<file path="src/rtl/wb_commit_unit.sv">
// wb_commit_unit: writeback commit stage for the integer register file.
// Merges unbuffered LSU results (priority) with buffered ALU results into one
// registered write per cycle. It also keeps the pending-write scoreboard that
// decode reads. Define WB_COMMIT_PERF_EN to add three wrapping perf counters.
module wb_commit_unit #(
    parameter int XLEN      = 64,
    parameter int ALU_DEPTH = 4
) (
    input  logic            clk,
    input  logic            resetn,
    input  logic            alu_valid,
    output logic            alu_ready,
    input  logic [4:0]      alu_rd,
    input  logic [XLEN-1:0] alu_wd,
    input  logic            lsu_valid,
    output logic            lsu_ready,
    input  logic [4:0]      lsu_rd,
    input  logic [XLEN-1:0] lsu_wd,
    input  logic            issue_valid,
    input  logic [4:0]      issue_rd,
    output logic            we,
    output logic [4:0]      rd,
    output logic [XLEN-1:0] wd,
    output logic [31:0]     busy
`ifdef WB_COMMIT_PERF_EN
    ,
    output logic [31:0]     perf_commits,
    output logic [31:0]     perf_alu_stall,
    output logic [31:0]     perf_lsu_stall
`endif
);

    localparam int          AW      = $clog2(ALU_DEPTH);
    localparam logic [AW:0] PTR_ONE = {{AW{1'b0}}, 1'b1};

    logic [4:0]      fifo_rd [ALU_DEPTH];
    logic [XLEN-1:0] fifo_wd [ALU_DEPTH];
    logic [AW:0]     wr_ptr;
    logic [AW:0]     rd_ptr;
    logic            full;
    logic            empty;
    logic            push;
    logic            pop;
    logic            sel_valid;
    logic [4:0]      sel_rd;
    logic [XLEN-1:0] sel_wd;
    logic [31:0]     busy_next;

    // The extra wrap bit on each pointer tells a full FIFO apart from an empty one.
    assign full      = (wr_ptr[AW] != rd_ptr[AW]) && (wr_ptr[AW-1:0] == rd_ptr[AW-1:0]);
    assign empty     = (wr_ptr == rd_ptr);
    assign alu_ready = !full;
    assign push      = alu_valid && !full;

    // FIFO storage: written on push, read through the head pointer.
    // NOTE: the data array has no reset; the pointers alone define which entries are valid.
    always_ff @(posedge clk) begin
        if (push) begin
            fifo_rd[wr_ptr[AW-1:0]] <= alu_rd;
            fifo_wd[wr_ptr[AW-1:0]] <= alu_wd;
        end
    end

    // FIFO pointers. A push and a pop may happen in the same cycle.
    // NOTE: state registers use non-blocking assignments, so every flop samples pre-edge values.
    always_ff @(posedge clk or negedge resetn) begin
        if (!resetn) begin
            wr_ptr <= '0;
            rd_ptr <= '0;
        end else begin
            if (push) wr_ptr <= wr_ptr + PTR_ONE;
            if (pop)  rd_ptr <= rd_ptr + PTR_ONE;
        end
    end

    // Arbitration. LSU wins unless the FIFO is full, and then the FIFO head drains first.
    // NOTE: every output of this block gets a default first, so no latch is inferred.
    always_comb begin
        sel_valid = 1'b0;
        sel_rd    = '0;
        sel_wd    = '0;
        lsu_ready = 1'b0;
        pop       = 1'b0;
        if (lsu_valid && !full) begin
            sel_valid = 1'b1;
            lsu_ready = 1'b1;
            sel_rd    = lsu_rd;
            sel_wd    = lsu_wd;
        end else if (!empty) begin
            sel_valid = 1'b1;
            pop       = 1'b1;
            sel_rd    = fifo_rd[rd_ptr[AW-1:0]];
            sel_wd    = fifo_wd[rd_ptr[AW-1:0]];
        end
    end

    // Register-file write port. A write to x0 is consumed but not enabled.
    always_ff @(posedge clk or negedge resetn) begin
        if (!resetn) begin
            we <= 1'b0;
            rd <= '0;
            wd <= '0;
        end else begin
            we <= sel_valid && (sel_rd != 5'd0);
            if (sel_valid) begin
                rd <= sel_rd;
                wd <= sel_wd;
            end
        end
    end

    // Scoreboard next state. The clear happens on the edge that commits rd.
    // A set on the same edge wins, and x0 is never marked busy.
    always_comb begin
        busy_next = busy;
        if (we) busy_next[rd] = 1'b0;
        if (issue_valid && (issue_rd != 5'd0)) busy_next[issue_rd] = 1'b1;
        busy_next[0] = 1'b0;
    end

    // Scoreboard register.
    always_ff @(posedge clk or negedge resetn) begin
        if (!resetn) busy <= '0;
        else         busy <= busy_next;
    end

`ifdef WB_COMMIT_PERF_EN
    // Wrapping perf counters for commits and for stalls on each input.
    always_ff @(posedge clk or negedge resetn) begin
        if (!resetn) begin
            perf_commits   <= '0;
            perf_alu_stall <= '0;
            perf_lsu_stall <= '0;
        end else begin
            if (we)                      perf_commits   <= perf_commits + 32'd1;
            if (alu_valid && !alu_ready) perf_alu_stall <= perf_alu_stall + 32'd1;
            if (lsu_valid && !lsu_ready) perf_lsu_stall <= perf_lsu_stall + 32'd1;
        end
    end
`endif

endmodule

</file>
<file path="config.mk">
export PLATFORM = sky130hd
export DESIGN_NAME = wb_commit_unit
export DESIGN_NICKNAME = d
export VERILOG_FILES = /design/src/rtl/wb_commit_unit.sv
export SDC_FILE = /design/constraint.sdc
export NUM_CORES = 1
export LEC_CHECK = 0
export ABC_CLOCK_PERIOD_IN_PS = 8300
export BUFFER_PORTS_ARGS = -buffer_cell sky130_fd_sc_hd__buf_2
export CAP_MARGIN = 25
export CORE_MARGIN = 1
export CORE_UTILIZATION = 60
export DETAILED_ROUTE_END_ITERATION = 8
export PLACE_DENSITY = 0.84
export SLEW_MARGIN = 0
export SYNTH_ARGS = -nofsm -noshare
export SYNTH_HDL_FRONTEND = slang
export SYNTH_SLANG_ARGS = --single-unit
</file>
<file path="constraint.sdc">
create_clock -name clk -period 8.3 [get_ports clk]
set_input_delay 0.83 -clock clk [delete_from_list [all_inputs] [get_ports clk]]
set_output_delay 0.83 -clock clk [all_outputs]
set_load 0.01 [all_outputs]
</file>
==> results.json, run 1 <==
{
  "grt_pass1_vias": 9421,
  "final.period_utilization_pct": 40.14,
  "synthesis.nets": 1061,
  "slowest_delay_ns": 1.05,
  "ant_nets": 0,
  "layout-drive-gt1-share_pct": 33.95,
  "critical_path_class": "flop to output pin",
  "crit_family": "flip-flops",
  "place.gp.congestion": 0.9133,
  "worstSetupEndpointType": "output pin",
  "area_growth_pct": 19.03,
  "cts_root_buf": "clkbuf_16",
  "setup_viol": 0,
  "ys_types": 33,
  "rsz0062_at_grt": "no",
  "die_x_um": 161.0,
  "multi_input_comb_area_um2": 3950,
  "max_freq_mhz": 300.2,
  "yosys.area.top_type_share_pct": 54.66,
  "worstPathArrival_ns": 2.50,
  "drcViolationCount": 0,
  "synthArstFlopShare_pct": 27.94,
  "slew-limit-headroom_pct": 37.21,
  "fin_nets": 1309,
  "row_count": 57,
  "setup_ws_ns": 4.969,
  "insertion_delay_ns": 0.52,
  "syn_area_per_cell_um2": 16.70,
  "cts_tree": "done",
  "yosysMostFrequentCell": "edfxtp_1",
  "fp.coreArea_um2": 24530,
  "clk_path_buf_depth": 3,
  "grt_usage_pct": 27.09,
  "via_per_inst": 6.163,
  "yosys_warnings": 0,
  "grt_overflow": 0,
  "fp.dieH_um": 161.0,
  "syn_inst": 908,
  "vdd_drop_max_uv": 272.9,
  "worstMarginPinSlew_ns": 0.9419,
  "hp-class": "primary input to asynchronous set/reset pin",
  "initial_core_util_pct": 61.81,
  "max_cap_viol_count": 0,
  "grt_max_degree": 74,
  "post_cts_resized": 0,
  "cp.required_ns": 7.47,
  "cts-hold-fix-buffers": 0,
  "syn_area_um2": 15160,
  "critPathSlowestCell": "dfrtp_4",
  "drt_iter0_drc": 1050,
  "wl_per_cell_um": 23.07,
  "fillers": 1486,
  "slew_viol_final": 0,
  "crit_chain": "xnor2_2 > and3_2 > inv_1 > buf_2",
  "start_kind": "flop",
  "grt_pass1_wl_mm": 53.21,
  "io_buffers": 250,
  "path_max_fanout": 45,
  "ys_seq_area_share_pct": 72.32,
  "grt_antenna_before_repair": 10,
  "dp_hpwl_mm": 20.33,
  "final.setup_skew_ns": 0.02065,
  "yosys.area.top_type": "edfxtp_1",
  "htree_levels": 2,
  "p_leak_nw": 6.679,
  "dr.pass1.iters": 5,
  "ioPinCount": 252,
  "ys_top_cells_by_count": "276 x edfxtp_1, 115 x o21ai_0, 107 x dfrtp_1",
  "power_density_nw_per_um2": 407.4,
  "path_buf_inv": 2,
  "synth-seq-cells": 383,
  "cts_buffers": 38,
  "ys.flop_type": "edfxtp_1",
  "drt-total-wl_mm": 35.04,
  "clk_pin_slew_ns": 0.06,
  "die-area_um2": 25910,
  "hold_viol_final": 0,
  "cts.sinks": 383,
  "regArea_um2": 10970,
  "cts_setup_buffers": 0,
  "fin_setup_tns_ns": 0,
  "fin_crit_ns": 3.331,
  "status": "completed",
  "synth_area_leaders": "edfxtp_1 55%, dfrtp_1 18%, mux4_2 10%",
  "synth-edff-count": 276,
  "pre_cts_ws_ns": 4.891,
  "vias": 9362
}
-- stage by stage --
stage	instances	total power, W	hold slack (ns)	area [um^2]	utilization [%]
after CTS	1502	0.007340	0.2902	17870	72.84
after global placement	1434	0.005503	0.4746	16650	67.87
after global routing	1514	0.007752	0.3152	18040	73.52
after detailed placement	1434	0.005630	0.4752	16650	67.87
after floorplan	908	0.004785	0.4607	15160	-
final	1519	0.007353	0.2839	18050	73.57
-- state kept, by name, summed over array words and instances, names as in the netlist --
| name | count |
|---|---|
| fifo_rd | 20 |
| rd_ptr | 3 |
| rd | 5 |
| busy | 31 |
| fifo_wd | 256 |
| wr_ptr | 3 |
| wd | 64 |
| we | 1 |
-- layout by cell type, fill, tap and decap left out, drive strengths merged --
cell,count
clkinv,12
nand3,6
conb,1
a21oi,65
nor2,7
xor2,2
mux2,2
nand2,16
or3b,4
and3,5
dfrtp,107
inv,5
a31oi,1
clkinvlp,2
or3,2
mux4,69
xnor2,5
diode,11
and2,64
a22oi,64
clkbuf,50
nand3b,11
o21ai,132
buf,263
a21o,3
ha,5
nand4,1
or4,1
edfxtp,276
bufinv,3
-- routing by layer --
metal	global-route usage [%]	up-vias	share of wire [%]
met5	0	-	0.043
met4	8.491	2	2.4
met3	4.751	69	7.4
met2	45.42	472	51
met1	36.71	4725	39
li1	-	4094	-
-- cell families (layout without fill, tap and decap cells) --
family                   Yosys count  count (layout)  synth area share (%)
AO/OA/AOI/OAI                    265             265                 9.902
adder cells (fa/ha/maj)            5               5                0.4126
AND/OR/NAND/NOR                  117             117                 4.580
buffers and inverters             59             335                 1.865
flip-flops                       383             383                 72.32
other                              1              12               0.02473
multiplexers                      71              71                 10.40
XOR/XNOR                           7               7                0.5034
-- worst paths after layout --
check,start,endpoint,slack (ns),cells past startpoint
setup / recovery,rd_ptr[0],alu_ready,4.97,4
hold / removal,resetn,wd[4],0.28,1
setup reg to reg,rd_ptr[1],we,5.08,7
hold reg to reg,busy[13],busy[13],0.50,2
max in group asynchronous,resetn,wd[40],7.11,3
min in group clk,busy[13],busy[13],0.50,2
-- power breakdown --
| group | total [W] | switching [W] | leakage [nW] | internal, W |
|---|---|---|---|---|
| logic | 0.00265 | 0.00152 | 2.29 | 0.00113 |
| clock network | 0.00167 | 0.000680 | 0.593 | 0.000989 |
| registers | 0.00303 | 0.000349 | 3.79 | 0.00268 |
-- layout make-up --
class	count	area share, %
Clock inverter	18	0.9081
Sequential cell	383	60.80
Multi-Input combinational cell	466	21.89
Inverter	4	0.08319
Tap cell	324	2.246
Clock buffer	50	5.858
Antenna cell	11	0.1525
Timing Repair Buffer	263	8.069
No activity file was read; power rests on OpenSTA's default activity.
==> run 2, diff against run 1 <==
--- a/config.mk
+++ b/config.mk
@@ -5,13 +5,13 @@
 export SDC_FILE = /design/constraint.sdc
 export NUM_CORES = 1
 export LEC_CHECK = 0
-export ABC_CLOCK_PERIOD_IN_PS = 8300
+export ABC_CLOCK_PERIOD_IN_PS = 3050
 export BUFFER_PORTS_ARGS = -buffer_cell sky130_fd_sc_hd__buf_2
 export CAP_MARGIN = 25
 export CORE_MARGIN = 1
-export CORE_UTILIZATION = 60
+export CORE_UTILIZATION = 51
 export DETAILED_ROUTE_END_ITERATION = 8
-export PLACE_DENSITY = 0.84
+export PLACE_DENSITY = 0.76
 export SLEW_MARGIN = 0
 export SYNTH_ARGS = -nofsm -noshare
 export SYNTH_HDL_FRONTEND = slang
==> constraint.sdc (replaced) <==
create_clock -name clk -period 3.05 [get_ports clk]
set_input_delay 0.305 -clock clk [delete_from_list [all_inputs] [get_ports clk]]
set_output_delay 0.305 -clock clk [all_outputs]
set_load 0.01 [all_outputs]
==> results.json, run 2 (synthesis gave the netlist of run 1 again) <==
{
  "drcViolationCount": 0,
  "grt_overflow": 0,
  "drt_iter0_drc": 605,
  "die-area_um2": 30430,
  "clk_path_buf_depth": 3,
  "cts_tree": "done",
  "rr_worst_depth": 6,
  "htree_levels": 2,
  "power_density_nw_per_um2": 1079,
  "start_kind": "flop",
  "crit_family": "flip-flops",
  "cts_root_buf": "clkbuf_16",
  "slew-limit-headroom_pct": 47.80,
  "layout-drive-gt1-share_pct": 33.39,
  "total_power_w": 0.02010,
  "ant_nets": 0,
  "area_growth_pct": 22.90,
  "hold_viol_final": 0,
  "slew_viol_final": 0,
  "layout_commonest_cell": "edfxtp_1",
  "grt_pass1_vias": 9718,
  "status": "completed",
  "max_cap_viol_count": 0,
  "cts_buffers": 39,
  "slowest_delay_ns": 0.64,
  "wl_per_cell_um": 21.67,
  "insertion_delay_ns": 0.52,
  "p_leak_nw": 6.908,
  "max_freq_mhz": 370.8,
  "cp.required_ns": 2.74,
  "worstMarginPinSlew_ns": 0.7830,
  "grt_max_degree": 73,
  "clk_pin_slew_ns": 0.06,
  "vias": 9351,
  "post_cts_resized": 0,
  "drt-total-wl_mm": 35.26,
  "holdWs_ns": 0.01138,
  "place.gp.congestion": 0.8749,
  "r2r-start": "rd_ptr[1]",
  "rsz0062_at_grt": "no",
  "final.period_utilization_pct": 88.42,
  "grt_usage_pct": 23.56,
  "path_max_fanout": 25,
  "final.setup_skew_ns": 0.01221,
  "critPathSlowestCell": "dfrtp_4",
  "reg2reg_to": "wd[40]",
  "layout_common_cells": "276 x edfxtp_1, 249 x buf_2, 115 x o21ai_0",
  "cts_setup_buffers": 0,
  "largest_reg_flops": 256,
  "regToRegSetupSlack_ns": 0.52,
  "grt_antenna_before_repair": 4,
  "fin_setup_tns_ns": 0,
  "dr.pass1.iters": 5,
  "ioPinCount": 252,
  "setup_viol": 0,
  "cts.sinks": 383,
  "hold_depth": 1,
  "critical_path_class": "flop to output pin",
  "die_x_um": 174.4,
  "dp_hpwl_mm": 21.52,
  "vdd_drop_max_uv": 797.5,
  "hold_start": "alu_wd[3]",
  "crit_chain": "xnor2_2 > a31oi_4 > buf_4 > buf_2",
  "fin_nets": 1363,
  "initial_core_util_pct": 52.26,
  "via_per_inst": 5.747,
  "fin_crit_ns": 2.697,
  "grt_pass1_wl_mm": 54.65,
  "worstPathArrival_ns": 2.39,
  "fp.coreArea_um2": 29010,
  "worstHoldEndpoint": "fifo_wd[3][3]",
  "path_buf_inv": 2,
  "worstSetupEndpointType": "output pin",
  "row_count": 62,
  "hp-class": "primary input to flop",
  "io_buffers": 250,
  "fp.dieH_um": 174.4
}
-- run 2: worst max-delay path by stage --
stage                     startpoint  slack (ns)       endpoint  cells after the start
final                      rd_ptr[1]        0.35      lsu_ready                      4
after global routing       rd_ptr[1]        0.25      lsu_ready                      4
after CTS                  rd_ptr[1]        0.32      lsu_ready                      4
after detailed placement   rd_ptr[1]        0.57         wd[46]                      6
after global placement     rd_ptr[1]        0.66         wd[51]                      6
after floorplan            rd_ptr[0]        0.53  fifo_rd[3][0]                      6
-- run 2: timing repair --
item	in CTS	in global routing
hold buffers	41	1
endpoints found under the hold margin	174	2
setup endpoints to repair	0	0
-- run 2: power by group --
group	switching, W	total, W	leakage (nW)	internal [W]
Combinational	0.00428	0.00747	2.52	0.00319
Sequential	0.000769	0.00807	3.79	0.00730
Clock	0.00188	0.00457	0.589	0.00269
Total	0.00693	0.0201	6.91	0.0132
-- run 2: final cells by class --
type	instances	area [um^2]
multi-input cells	466	3950
well taps	384	480.5
diodes	3	7.507
repair buffers	316	1979
fillers	2052	10380
clock buffers	57	1106
inverters	4	15.01
clock inverters	14	123.9
flip-flops and latches	383	10970
-- run 2: stage by stage --
| stage | worst slack, ns | instances | instance area, um^2 | utilization (%) |
|---|---|---|---|---|
| finish | 0.3531 | 1627 | 18640 | 64.23 |
| global route | 0.2450 | 1625 | 18630 | 64.21 |
| CTS | 0.3168 | 1622 | 18600 | 64.10 |
| detailed placement | 0.5732 | 1510 | 16960 | 58.45 |
| global placement | 0.6602 | 1510 | 16960 | 58.45 |
| floorplan | 0.5251 | 908 | 15170 | - |
-- run 2: routing by layer --
metal  global-route usage (%)  vias up  wire length, um
met2                    39.86      381            17550
met1                    31.42     4731            14460
met5                        0        -               13
li1                         -     4189                -
met4                    5.336        2              507
met3                    5.031       48             2736
